**src/rtl/rr_packed_logb_unpacker.sv**
```systemverilog
// Replay-side logb unpacker: re-expands a gap-free packed record onto fixed per-channel slots.
// Optional build macro RR_UNPACK_LEN_CHECK_EN adds a sticky in_len vs. bitmap-derived length check.
module rr_packed_logb_unpacker #(
  parameter int unsigned LOGB_CHANNEL_CNT      = 4,
  parameter int unsigned RR_CHANNEL_WIDTH_BITS = 16,
  parameter bit [LOGB_CHANNEL_CNT-1:0][RR_CHANNEL_WIDTH_BITS-1:0] CHANNEL_WIDTHS =
    {16'd8, 16'd32, 16'd16, 16'd8},
  // Must equal the sum of CHANNEL_WIDTHS.
  parameter int unsigned FULL_WIDTH            = 64,
  parameter int unsigned OFFSET_WIDTH          = $clog2(FULL_WIDTH + 1)
) (
  input  logic                        clk,
  input  logic                        rstn,
  input  logic                        in_valid,
  output logic                        in_ready,
  input  logic [LOGB_CHANNEL_CNT-1:0] in_logb_valid,
  input  logic [FULL_WIDTH-1:0]       in_data,
  input  logic [OFFSET_WIDTH-1:0]     in_len,
  output logic                        out_valid,
  input  logic                        out_ready,
  output logic [LOGB_CHANNEL_CNT-1:0] out_logb_valid,
  output logic [FULL_WIDTH-1:0]       out_data,
  output logic [31:0]                 rec_cnt,
  output logic                        len_err
);

  localparam int unsigned N  = LOGB_CHANNEL_CNT;
  localparam int unsigned OW = OFFSET_WIDTH;

  // Fixed slot position of channel idx in the unpacked record.
  function automatic int unsigned get_offset(input int unsigned idx);
    int unsigned s;
    s = 0;
    for (int unsigned j = 0; j < N; j++) begin
      if (j < idx) s += 32'(CHANNEL_WIDTHS[j]);
    end
    return s;
  endfunction

  logic                  s1_full;
  logic                  s2_full;
  logic                  s1_adv_c;
  logic                  s2_adv_c;
  logic                  accept_c;
  logic                  s1_load_c;
  logic [N-1:0][OW-1:0]  off_c;
  logic [OW-1:0]         exp_len_c;
  logic [N-1:0][OW-1:0]  s1_off;
  logic [N-1:0]          s1_valid;
  logic [FULL_WIDTH-1:0] s1_data;
  logic [FULL_WIDTH-1:0] unpacked_c;

  assign s2_adv_c  = !s2_full || out_ready;
  assign s1_adv_c  = !s1_full || s2_adv_c;
  assign in_ready  = s1_adv_c;
  assign out_valid = s2_full;
  assign accept_c  = in_valid && s1_adv_c;
  assign s1_load_c = accept_c && (|in_logb_valid);

  // Prefix sum of present-channel widths gives each channel's packed offset.
  always_comb begin
    logic [OW-1:0] acc;
    acc   = '0;
    off_c = '0;
    for (int i = 0; i < N; i++) begin
      off_c[i] = acc;
      if (in_logb_valid[i]) acc = acc + OW'(CHANNEL_WIDTHS[i]);
    end
    exp_len_c = acc;
  end

  for (genvar i = 0; i < N; i++) begin : g_ch
    localparam int unsigned W   = 32'(CHANNEL_WIDTHS[i]);
    localparam int unsigned OFF = get_offset(i);
    assign unpacked_c[OFF +: W] = s1_valid[i] ? W'(s1_data >> s1_off[i]) : W'(0);
  end

  // Pipeline occupancy and emitted-record counter.
  always_ff @(posedge clk) begin
    if (!rstn) begin
      s1_full <= 1'b0;
      s2_full <= 1'b0;
      rec_cnt <= '0;
    end else begin
      if (s1_adv_c) s1_full <= s1_load_c;
      if (s2_adv_c) s2_full <= s1_full;
      if (s2_full && out_ready) rec_cnt <= rec_cnt + 32'd1;
    end
  end

  // Data path registers; meaningless while the matching full flag is clear.
  always_ff @(posedge clk) begin
    if (s1_load_c) begin
      s1_data  <= in_data;
      s1_valid <= in_logb_valid;
      s1_off   <= off_c;
    end
    if (s1_full && s2_adv_c) begin
      out_data       <= unpacked_c;
      out_logb_valid <= s1_valid;
    end
  end

`ifdef RR_UNPACK_LEN_CHECK_EN
  logic len_mismatch_c;

  // Empty bitmaps have exp_len 0, so they are covered by the same compare.
  assign len_mismatch_c = accept_c && (in_len != exp_len_c);

  always_ff @(posedge clk) begin
    if (!rstn) begin
      len_err <= 1'b0;
    end else if (len_mismatch_c) begin
      len_err <= 1'b1;
    end
  end

`ifndef SYNTHESIS
  always_ff @(posedge clk) begin
    if (rstn && len_mismatch_c)
      $error("rr_packed_logb_unpacker: in_len %0d != expected %0d", in_len, exp_len_c);
  end
`endif
`else
  logic unused_len;

  assign unused_len = ^{in_len, exp_len_c};
  assign len_err    = 1'b0;
`endif

endmodule
```
**config.mk**
```make
export PLATFORM = sky130hd
export DESIGN_NAME = rr_packed_logb_unpacker
export DESIGN_NICKNAME = d
export VERILOG_FILES = /design/src/rtl/rr_packed_logb_unpacker.sv
export SDC_FILE = /design/constraint.sdc
export NUM_CORES = 1
export LEC_CHECK = 0
export BUFFER_PORTS_ARGS = -buffer_cell sky130_fd_sc_hd__buf_2
export CORE_UTILIZATION = 55
export DETAILED_ROUTE_END_ITERATION = 12
export GPL_ROUTABILITY_DRIVEN = 0
export PLACE_DENSITY = 0.9
export SLEW_MARGIN = 40
export SYNTH_ARGS = -nofsm -noshare
export SYNTH_HDL_FRONTEND = slang
export SYNTH_SLANG_ARGS = --single-unit
```
**constraint.sdc**
```tcl
create_clock -name clk -period 12.6 [get_ports clk]
set_input_delay 1.26 -clock clk [delete_from_list [all_inputs] [get_ports clk]]
set_output_delay 1.26 -clock clk [all_outputs]
set_load 0.005 [all_outputs]
```
==> flow_summary.yaml <==
logic_synthesis:
  synth.avg_cell_area_um2: 14.29
  synth_seq_cells: 170
  syn_inst: 511
  synthFlopType: "edfxtp_1"
  ys_seq_area_share_pct: 65.23
  synth_nets: 591
  synth_cell_types: 38
  async_reset_ff_share_pct: 0
  netlist_area_um2: 7305
  synth-edff-count: 136
  ys_warn_count: 0
critical_path:
  worst_path_max_delay_cell: "nor2b_1"
  slowest_delay_ps: 410
  critPathMaxFanout: 6
  cp-end-kind: "primary output"
  arrival_ps: 2070
  worst-path-stages: 4
  crit_family: "simple AND/OR/NAND/NOR gates"
  critPathKind: "in -> out"
  worst_setup_path_start_kind: "primary input"
  reg2reg_depth: 5
  crit_top_cell: "buf_2"
  critical_path_required_ps: 11340
  path_buf_inv: 2
  worstPathCellList: "buf_2, nor2b_1, nand2_1, buf_2"
die:
  core_area_um2: 12770
  fp.dieArea_um2: 13750
  die_w_um: 117.2
  initial_utilization_pct: 57.18
  rows: 41
  die_y_um: 117.2
  io_pins: 182
timing:
  setup_viol: 0
  relSlewSlack_pct: 45.80
  skew_ps: 10.99
  setup_ws_ps: 9269
  final.setup.tns_ps: 0
  rsz0062_at_grt: "false"
  slew_violations: 0
  hold_viol_final: 0
  timing.final.crit_share_pct: 26.44
  fin_crit_ps: 3331
  fmax_mhz: 300.2
  worst_slew_pin_slew_ps: 813.0
flow_run:
  drv_cap: 0
routing:
  drtIter0Drc: 370
  wl_per_cell_um: 16.87
  viasPerCell: 5.462
  drt_pass1_iterations: 4
  ant_nets: 0
  drcViolationCount: 0
  vias: 4752
  wl_um: 14680
clock_tree:
  numCtsBuffers: 17
  hold_buffers: 0
  cts-root-buf: "clkbuf_16"
  cts-resized-gates: 0
  cts_tree: "yes"
  clock_latency_ps: 410
  clk_pin_slew_ps: 60
  clock_sinks: 170
  postCtsSetupBuffers: 0
  htree_levels: 4
  clockBufferDepth: 2
power_and_ir_drop:
  p_leak_nw: 3.502
  ir_drop_mv: 0.09563
  total_power_mw: 1.322
  cellPowerDensity_nw_per_um2: 147.1
global_route:
  grt_max_degree: 73
  grt_pass1_vias: 4411
  top_usage_layer: "met2"
  use_met1_pct: 28.01
  grt_pass1_wl_um: 22490
  use_met3_pct: 8.702
  grt.overflow.total: 0
  grt_antenna_before_repair: 6
  grt_usage_pct: 22.32
  met2_usage_pct: 35.65
final_layout:
  ff_latch_area_um2: 4765
  finalNonFillerCells: 870
  drive_above_1_share_pct: 34.44
  nets: 761
  areaGrowthSynthToFinish_pct: 23.09
  final_util_pct: 70.39
  fill_cells: 855
  multiInputGateArea_um2: 2397
min_path:
  min_path_type: "reg -> reg"
  min_path_cells: 0
place:
  io_buffers: 173
  post-place-ws_ps: 9275
  place_inst: 833
  dpl.hpwl_um: 9939
outcome:
  status: "complete, no violations"
==> cell families after synthesis <==
logic type	Yosys count	synth area share (%)
simple gates	183	14.54
flops	170	65.23
mux	65	13.02
compound gates	47	3.700
buf+inv	35	2.210
xor+xnor	9	1.079
fa+ha+maj	1	0.1713
other cells	1	0.05134
==> per-layer routing <==
metal,wire length (µm),vias to the layer above
met5,31,-
met3,1240,19
li1,-,2287
met4,196,4
met2,7201,188
met1,6011,2254
==> cell usage in the layout, fill, tap and decap left out, types with 2 or more instances in the layout <==
| cell type | synthesis | final |
|---|---|---|
| nand3_1 | 9 | 9 |
| nand4_1 | 9 | 9 |
| nor2_1 | 12 | 12 |
| and4_2 | 2 | 2 |
| mux2i_1 | 41 | 41 |
| buf_2 | 6 | 173 |
| o41ai_1 | 2 | 2 |
| and2_1 | 27 | 27 |
| nand2_1 | 31 | 31 |
| or4_1 | 11 | 11 |
| and3_1 | 15 | 15 |
| nand2b_1 | 17 | 17 |
| o21ai_0 | 13 | 13 |
| edfxtp_1 | 136 | 136 |
| or3_1 | 13 | 13 |
| xnor2_1 | 4 | 4 |
| mux4_2 | 24 | 24 |
| clkinv_4 | 0 | 3 |
| and4_1 | 3 | 3 |
| diode_2 | 0 | 4 |
| nor3_1 | 2 | 2 |
| dfxtp_1 | 34 | 34 |
| buf_4 | 2 | 4 |
| xor2_1 | 5 | 5 |
| a21oi_1 | 22 | 21 |
| bufinv_16 | 0 | 6 |
| clkbuf_16 | 0 | 17 |
| clkbuf_1 | 17 | 4 |
| o31ai_1 | 6 | 6 |
| nor2b_1 | 27 | 26 |
| inv_1 | 7 | 6 |
| buf_6 | 2 | 2 |
| o21a_1 | 2 | 2 |
| nor4_1 | 2 | 2 |
==> Yosys cell counts, types with 3 or more instances <==
cell type    n  area share [%]
buf_2        6            0.41
nand4_1      9            0.77
xnor2_1      4            0.48
o21ai_0     13            0.89
and4_1       3            0.36
and3_1      15             1.3
o31ai_1      6            0.62
nor2b_1     27             2.3
edfxtp_1   136              56
and2_1      27             2.3
a21oi_1     22             1.5
nand2_1     31             1.6
mux4_2      24             7.4
nand3_1      9            0.62
dfxtp_1     34             9.3
inv_1        7            0.36
nor2_1      12            0.62
xor2_1       5            0.60
nand2b_1    17             1.5
or3_1       13             1.1
or4_1       11             1.1
clkbuf_1    17            0.87
mux2i_1     41             5.6
==> path summary, 6_finish.rpt <==
| path | start | endpoint | slack, ps |
|---|---|---|---|
| max | out_ready | in_ready | 9270 |
| min | s1_valid[1] | out_logb_valid[1] | 450 |
| max reg2reg | s1_valid[0] | out_data[58] | 9960 |
| min reg2reg | s1_valid[1] | out_logb_valid[1] | 450 |
==> flip-flops by register name, summed over array words and instances, names as in the netlist <==
register,cells
out_data,64
out_logb_valid,4
out_valid,1
rec_cnt,32
s1_data,64
s1_full,1
s1_valid,4
==> power breakdown <==
part	internal (mW)	switching, mW	total (mW)
clock network	0.372	0.201	0.573
logic	0.0476	0.0478	0.0953
registers	0.640	0.0136	0.654
total	1.06	0.262	1.32
==> metrics by stage <==
| step | instance area, µm² | hold WS, ps |
|---|---|---|
| CTS | 8966 | 450.7 |
| floorplan | 7305 | 424.4 |
| finish | 8991 | 448.9 |
| global route | 8989 | 469.8 |
| detailed placement | 8307 | 435.1 |
| global placement | 8307 | 431.6 |
==> layout make-up <==
cell class / count / share of cell area (%)
Sequential cell: 170 / 52.99
Inverter: 7 / 0.2922
Tap cell: 172 / 2.394
Clock inverter: 11 / 2.435
Antenna cell: 4 / 0.1113
Multi-Input combinational cell: 306 / 26.66
Timing Repair Buffer: 179 / 10.21
Clock buffer: 21 / 4.898
Note: power is estimated with default switching activity, not from simulation.
